### src/rtl/lfsr_pkg.sv
// Shared LFSR constants: maximal-length tap masks for common widths and the
// single-step Fibonacci shift function used by lfsr_core.
package lfsr_pkg;

  localparam int LFSR_MAX_W = 64;

  localparam logic [7:0]  TAPS_8  = 8'hB8;
  localparam logic [15:0] TAPS_16 = 16'hB400;
  localparam logic [23:0] TAPS_24 = 24'hE1_0000;
  localparam logic [29:0] TAPS_30 = 30'h2000_0029;
  localparam logic [31:0] TAPS_32 = 32'h8020_0003;

  // Callers zero-extend state/taps to LFSR_MAX_W and keep the low WIDTH bits.
  function automatic logic [LFSR_MAX_W-1:0] lfsr_step(
    input logic [LFSR_MAX_W-1:0] state,
    input logic [LFSR_MAX_W-1:0] taps
  );
    return {state[LFSR_MAX_W-2:0], ^(state & taps)};
  endfunction

endpackage

### src/rtl/lfsr_core.sv
// LFSR state register with seed load, step enable and zero-state recovery.
// One step per enabled cycle; seed_load wins over en; lockup pulses the cycle after a zero is replaced.
module lfsr_core import lfsr_pkg::*; #(
  parameter int               WIDTH = 30,
  parameter logic [WIDTH-1:0] TAPS  = WIDTH'(TAPS_30),
  parameter logic [WIDTH-1:0] SEED  = WIDTH'(13)
) (
  input  logic             clk,
  input  logic             rst_n,
  input  logic             en,
  input  logic             seed_load,
  input  logic [WIDTH-1:0] seed_in,
  output logic [WIDTH-1:0] state_nxt,
  output logic             lockup
);

  logic [WIDTH-1:0]      state_q, state_d;
  logic                  lockup_q, lockup_d;
  logic [LFSR_MAX_W-1:0] step_wide;
  logic [WIDTH-1:0]      state_step;
  logic                  step_hi_unused;

  assign step_wide      = lfsr_step(LFSR_MAX_W'(state_q), LFSR_MAX_W'(TAPS));
  assign state_step     = step_wide[WIDTH-1:0];
  assign step_hi_unused = ^step_wide[LFSR_MAX_W-1:WIDTH];

  always_comb begin
    state_d  = state_q;
    lockup_d = 1'b0;
    if (seed_load) begin
      if (seed_in == '0) begin
        state_d  = SEED;
        lockup_d = 1'b1;
      end else begin
        state_d  = seed_in;
      end
    end else if (en) begin
      // A zero state would stick forever; only reachable with degenerate taps.
      if (state_step == '0) begin
        state_d  = SEED;
        lockup_d = 1'b1;
      end else begin
        state_d  = state_step;
      end
    end
  end

  always_ff @(posedge clk or negedge rst_n) begin
    if (!rst_n) begin
      state_q  <= SEED;
      lockup_q <= 1'b0;
    end else begin
      state_q  <= state_d;
      lockup_q <= lockup_d;
    end
  end

  assign state_nxt = state_d;
  assign lockup    = lockup_q;

endmodule

### src/rtl/lfsr_rng.sv
// Decimated LFSR random source: captures the post-step state every SAMPLE_PERIOD steps.
// rand_valid rises 1 cycle after the capturing step; unconsumed samples are overwritten (freshest wins) and flag overrun.
module lfsr_rng import lfsr_pkg::*; #(
  parameter int               WIDTH         = 30,
  parameter logic [WIDTH-1:0] TAPS          = WIDTH'(TAPS_30),
  parameter logic [WIDTH-1:0] SEED          = WIDTH'(13),
  parameter int               SAMPLE_PERIOD = 31
) (
  input  logic             clk,
  input  logic             rst_n,
  input  logic             en,
  input  logic             seed_load,
  input  logic [WIDTH-1:0] seed_in,
  input  logic             rand_ready,
  output logic             rand_valid,
  output logic [WIDTH-1:0] rand_out,
  output logic             overrun,
  output logic             lockup
);

  localparam int CNT_W = $clog2(SAMPLE_PERIOD + 1);
  localparam logic [CNT_W-1:0] CNT_LAST = CNT_W'(SAMPLE_PERIOD - 1);

  logic [WIDTH-1:0] state_nxt;
  logic [CNT_W-1:0] cnt_q, cnt_d;
  logic [WIDTH-1:0] rand_out_q, rand_out_d;
  logic             rand_valid_q, rand_valid_d;
  logic             overrun_q, overrun_d;
  logic             step, capture, consume;

  lfsr_core #(
    .WIDTH (WIDTH),
    .TAPS  (TAPS),
    .SEED  (SEED)
  ) u_core (
    .clk       (clk),
    .rst_n     (rst_n),
    .en        (en),
    .seed_load (seed_load),
    .seed_in   (seed_in),
    .state_nxt (state_nxt),
    .lockup    (lockup)
  );

  assign step    = en && !seed_load;
  assign capture = step && (cnt_q == CNT_LAST);
  assign consume = rand_valid_q && rand_ready;

  always_comb begin
    cnt_d        = cnt_q;
    rand_out_d   = rand_out_q;
    rand_valid_d = rand_valid_q;
    overrun_d    = overrun_q;

    if (seed_load) begin
      cnt_d = '0;
    end else if (step) begin
      cnt_d = capture ? '0 : cnt_q + CNT_W'(1);
    end

    if (capture) begin
      rand_out_d   = state_nxt;
      rand_valid_d = 1'b1;
    end else if (consume) begin
      rand_valid_d = 1'b0;
    end

    // seed_load and capture are mutually exclusive, so the clear never races the set.
    if (seed_load) begin
      overrun_d = 1'b0;
    end else if (capture && rand_valid_q && !rand_ready) begin
      overrun_d = 1'b1;
    end
  end

  always_ff @(posedge clk or negedge rst_n) begin
    if (!rst_n) begin
      cnt_q        <= '0;
      rand_out_q   <= '0;
      rand_valid_q <= 1'b0;
      overrun_q    <= 1'b0;
    end else begin
      cnt_q        <= cnt_d;
      rand_out_q   <= rand_out_d;
      rand_valid_q <= rand_valid_d;
      overrun_q    <= overrun_d;
    end
  end

  assign rand_out   = rand_out_q;
  assign rand_valid = rand_valid_q;
  assign overrun    = overrun_q;

endmodule

### config.mk
export PLATFORM = sky130hd
export DESIGN_NAME = lfsr_rng
export DESIGN_NICKNAME = d
export VERILOG_FILES = /design/src/rtl/lfsr_pkg.sv /design/src/rtl/lfsr_core.sv /design/src/rtl/lfsr_rng.sv
export SDC_FILE = /design/constraint.sdc
export NUM_CORES = 1
export LEC_CHECK = 0
export CORE_MARGIN = 1.5
export CORE_UTILIZATION = 29
export CTS_CLUSTER_SIZE = 14
export DETAILED_ROUTE_END_ITERATION = 6
export PLACE_DENSITY_LB_ADDON = 0.3
export SYNTH_ARGS = -nofsm -noshare
export SYNTH_HDL_FRONTEND = slang
export SYNTH_HIERARCHICAL = 1
export SYNTH_SLANG_ARGS = --single-unit
### constraint.sdc
create_clock -name clk -period 4.5 [get_ports clk]
set_input_delay 1.35 -clock clk [delete_from_list [all_inputs] [get_ports clk]]
set_output_delay 1.35 -clock clk [all_outputs]
set_load 0.01 [all_outputs]
==> summary.md <==
| Metric | Value |
|---|---|
| Minimum clock period after layout | `2.849 ns` |
| Fin crit share | `63.32%` |
| R2R Setup Slk | `2.65 ns` |
| Hold crit path type | `reg -> reg` |
| Final core occ | `39.36%` |
| Syn Inst Count | `268` |
| Ys Warns | `6` |
| Post-synth top area share | `52.19%` |
| Placer congestion estimate | `0.7721` |
| Critical Path Sink Type | `register` |
| Delay-heaviest family, CP | `simple AND/OR/NAND/NOR gates` |
| Dpl hpwl | `5087 um` |
| Number of max-cap violations | `0` |
| CP Launch Point | `seed_in[7]` |
| Max Slew Vio Count | `0` |
| First-pass GRT wire length | `11890 um` |
| RR Startpoint | `u_core/state_q[5]$_DFF_PN0_` |
| CTS buffer count | `9` |
| Synth Cell Area | `0.003117 mm^2` |
| Async SR Flop Fraction | `100.0%` |
| Maximum clock path buffer count | `2` |
| RSZ-0062 raised after global routing | `false` |
| Maximum vdd drop | `0.1085 mV` |
| Post-Route WL | `7092 um` |
| Grt total ovfl | `0` |
| Worst slew pin tran | `0.8318 ns` |
| Hold Startpoint | `rand_out[11]$_DFFE_PN0P_` |
| Top post-synthesis cells by count | `dfrtp_1 (65), nand2_1 (37), mux2_2 (29), o21ai_1 (29), mux2i_1 (27)` |
| TritonRoute pass-1 iters | `4` |
| Slowest stage delay, CP | `0.47 ns` |
| GRT Util Overall | `13.43%` |
| Netlist cell types | `33` |
| Number of inserted diodes | `0` |
| Largest net degree at the start of global routing | `71` |
| Buffers on Ports | `67` |
| Number of synthesized flops with an enable pin | `0` |
| Layout cells sized above 1 | `16.76%` |
| Hold Fails Final Rpt | `0` |
| Most frequent cell after synthesis | `dfrtp_1` |
| Hold EP | `rand_out[11]$_DFFE_PN0P_` |
| Antenna violations before repair | `0` |
| Fmax | `350.9 MHz` |
| RR Endpoint | `rand_out[2]$_DFFE_PN0P_` |
| Slowest cell on the critical path | `nor4_1` |
| Post-cts resize count | `0` |
| Num rows | `37` |
| Core Region | `0.01037 mm^2` |
| Initial DRC count | `104` |
| Area delta synth->final | `30.95%` |
| Clock Sinks | `68` |
| Leak pwr | `1.787 nW` |
| Synth Register Bits | `68` |
| Initial Util | `30.06%` |
| Post-cts hold buffer count | `0` |
| Worst-path clk slew | `0.07 ns` |
| WS Path Type | `in -> reg` |
| Synth Area per Inst | `11.63 um^2` |
| Post-layout net count | `373` |
| Vias/cell | `4.693` |
| Slew headroom | `44.54%` |
| TritonCTS clock tree | `yes` |
| Setup_tns | `0 ns` |
| Synth top area cells | `dfrtp_1 (52%), mux2_2 (10%), mux2i_1 (8.7%), o21ai_1 (4.7%), nand2_1 (4.5%)` |
| Number of nets with antenna violations after routing | `0` |
| Required @ worst endpoint | `4.77 ns` |
| Post-CTS Setup Repair Bufs | `0` |
| Setup violations, final | `0` |
| DR vias | `2234` |
| Clock skew | `0.005762 ns` |
| Seq/Total Area, Yosys | `54.72%` |
| CP Launch Type | `primary input` |
| Die height | `106.7 um` |
| Filler instances | `1030` |
| Hold depth | `1` |
| CP max FO | `4` |
| Die Area | `0.01138 mm^2` |
| WP buf/inv | `1` |
| Status | `complete, no violations` |
| Drt wl/cell | `14.90 um` |
| Reg2reg path depth | `6` |
| Leading area contributor after synthesis | `dfrtp_1` |
| Data arrival, critical path | `3.12 ns` |
| Syn Nets | `305` |
| # DRC | `0` |
| Later-pin clock latency in the skew report | `0.33 ns` |
| Crit-path cells | `clkdlybuf4s50_1 > nor4_1 > nand4_1 > nor2_1 > nor3b_1 > o22ai_1 > mux2_2` |
| Vias in the first global route | `2368` |
| Main synth FF type | `dfrtp_1` |
| IO Count | `68` |
| Pwr/cell area | `315.4 mW/mm^2` |
| Root Buffer | `clkbuf_8` |
| Die Wd | `106.7 um` |
| H-tree levels | `3` |
==> worst max path at each step <==
stage	endpoint	slack (ns)	depth (start not counted)
floorplan	rand_out[11]$_DFFE_PN0P_	1.87	5
global placement	rand_out[24]$_DFFE_PN0P_	1.33	5
detailed placement	rand_out[25]$_DFFE_PN0P_	1.29	5
CTS	rand_out[25]$_DFFE_PN0P_	1.66	5
global route	rand_out[0]$_DFFE_PN0P_	1.47	7
finish	rand_out[2]$_DFFE_PN0P_	1.65	7
==> state kept, by name, indices dropped and copies added (netlist names) <==
| name | flops |
|---|---|
| cnt_q | 5 |
| overrun | 1 |
| rand_out | 30 |
| rand_valid | 1 |
| u_core/lockup | 1 |
| u_core/state_q | 30 |
==> placed cells by master, fill, tap and decap left out, drive strengths merged, types with 3 or more instances in the layout <==
| master | n |
|---|---|
| nand2b | 3 |
| clkbuf | 14 |
| nand4 | 4 |
| xnor2 | 3 |
| o21ai | 33 |
| nand3 | 3 |
| clkdlybuf4s50 | 64 |
| nor2 | 7 |
| nand2 | 37 |
| nor4 | 14 |
| buf | 7 |
| mux2 | 31 |
| nand3b | 3 |
| dfrtp | 65 |
| mux2i | 27 |
| dfstp | 3 |
| o22ai | 4 |
==> where the power goes <==
group / internal [W] / total [W] / switching (W)
Sequential: 0.000644 / 0.000672 / 0.0000276
Combinational: 0.0000683 / 0.000147 / 0.0000786
Clock: 0.000257 / 0.000469 / 0.000212
==> logic make-up (layout without fill, tap and decap cells) <==
logic type	after synthesis	after routing	share of synthesized area (%)
DFF	68	68	54.72
buffers and inverters	16	88	2.770
muxes	58	58	19.87
adders and majority gates	2	2	0.8028
xor gates and xnor gates	3	3	0.8432
AOI/OAI and AO/OA	43	43	7.547
and+or+nand+nor	78	78	13.45
==> area by class of cell <==
cell class / count / area, um^2 / share of cell area [%]
flip-flops and latches: 68 / 1705 / 41.78
multi-input cells: 184 / 1325 / 32.46
repair buffers: 71 / 685.7 / 16.80
clock buffers: 14 / 182.7 / 4.476
well taps: 136 / 170.2 / 4.169
inverters: 2 / 7.507 / 0.1839
clock inverters: 1 / 5.005 / 0.1226
==> routing by layer <==
layer / track usage, % / part of all wire, %
met3: 2.371 / 3.4
met4: 6.762 / 1.8
met2: 20.19 / 45
met1: 18.56 / 50
met5: 0 / 0
==> metrics by stage <==
step	area, um^2	cells	total power (W)	hold slack (ns)	setup slack [ns]
floorplan	3117	268	0.0007582	0.5157	1.869
global placement	3894	461	0.0008306	0.4770	1.334
detailed placement	3894	461	0.0008315	0.4784	1.292
CTS	4081	476	0.001303	0.4936	1.656
global route	4081	476	0.001354	0.5223	1.470
finish	4081	476	0.001287	0.4874	1.651
(Power assumes the default switching activity.)
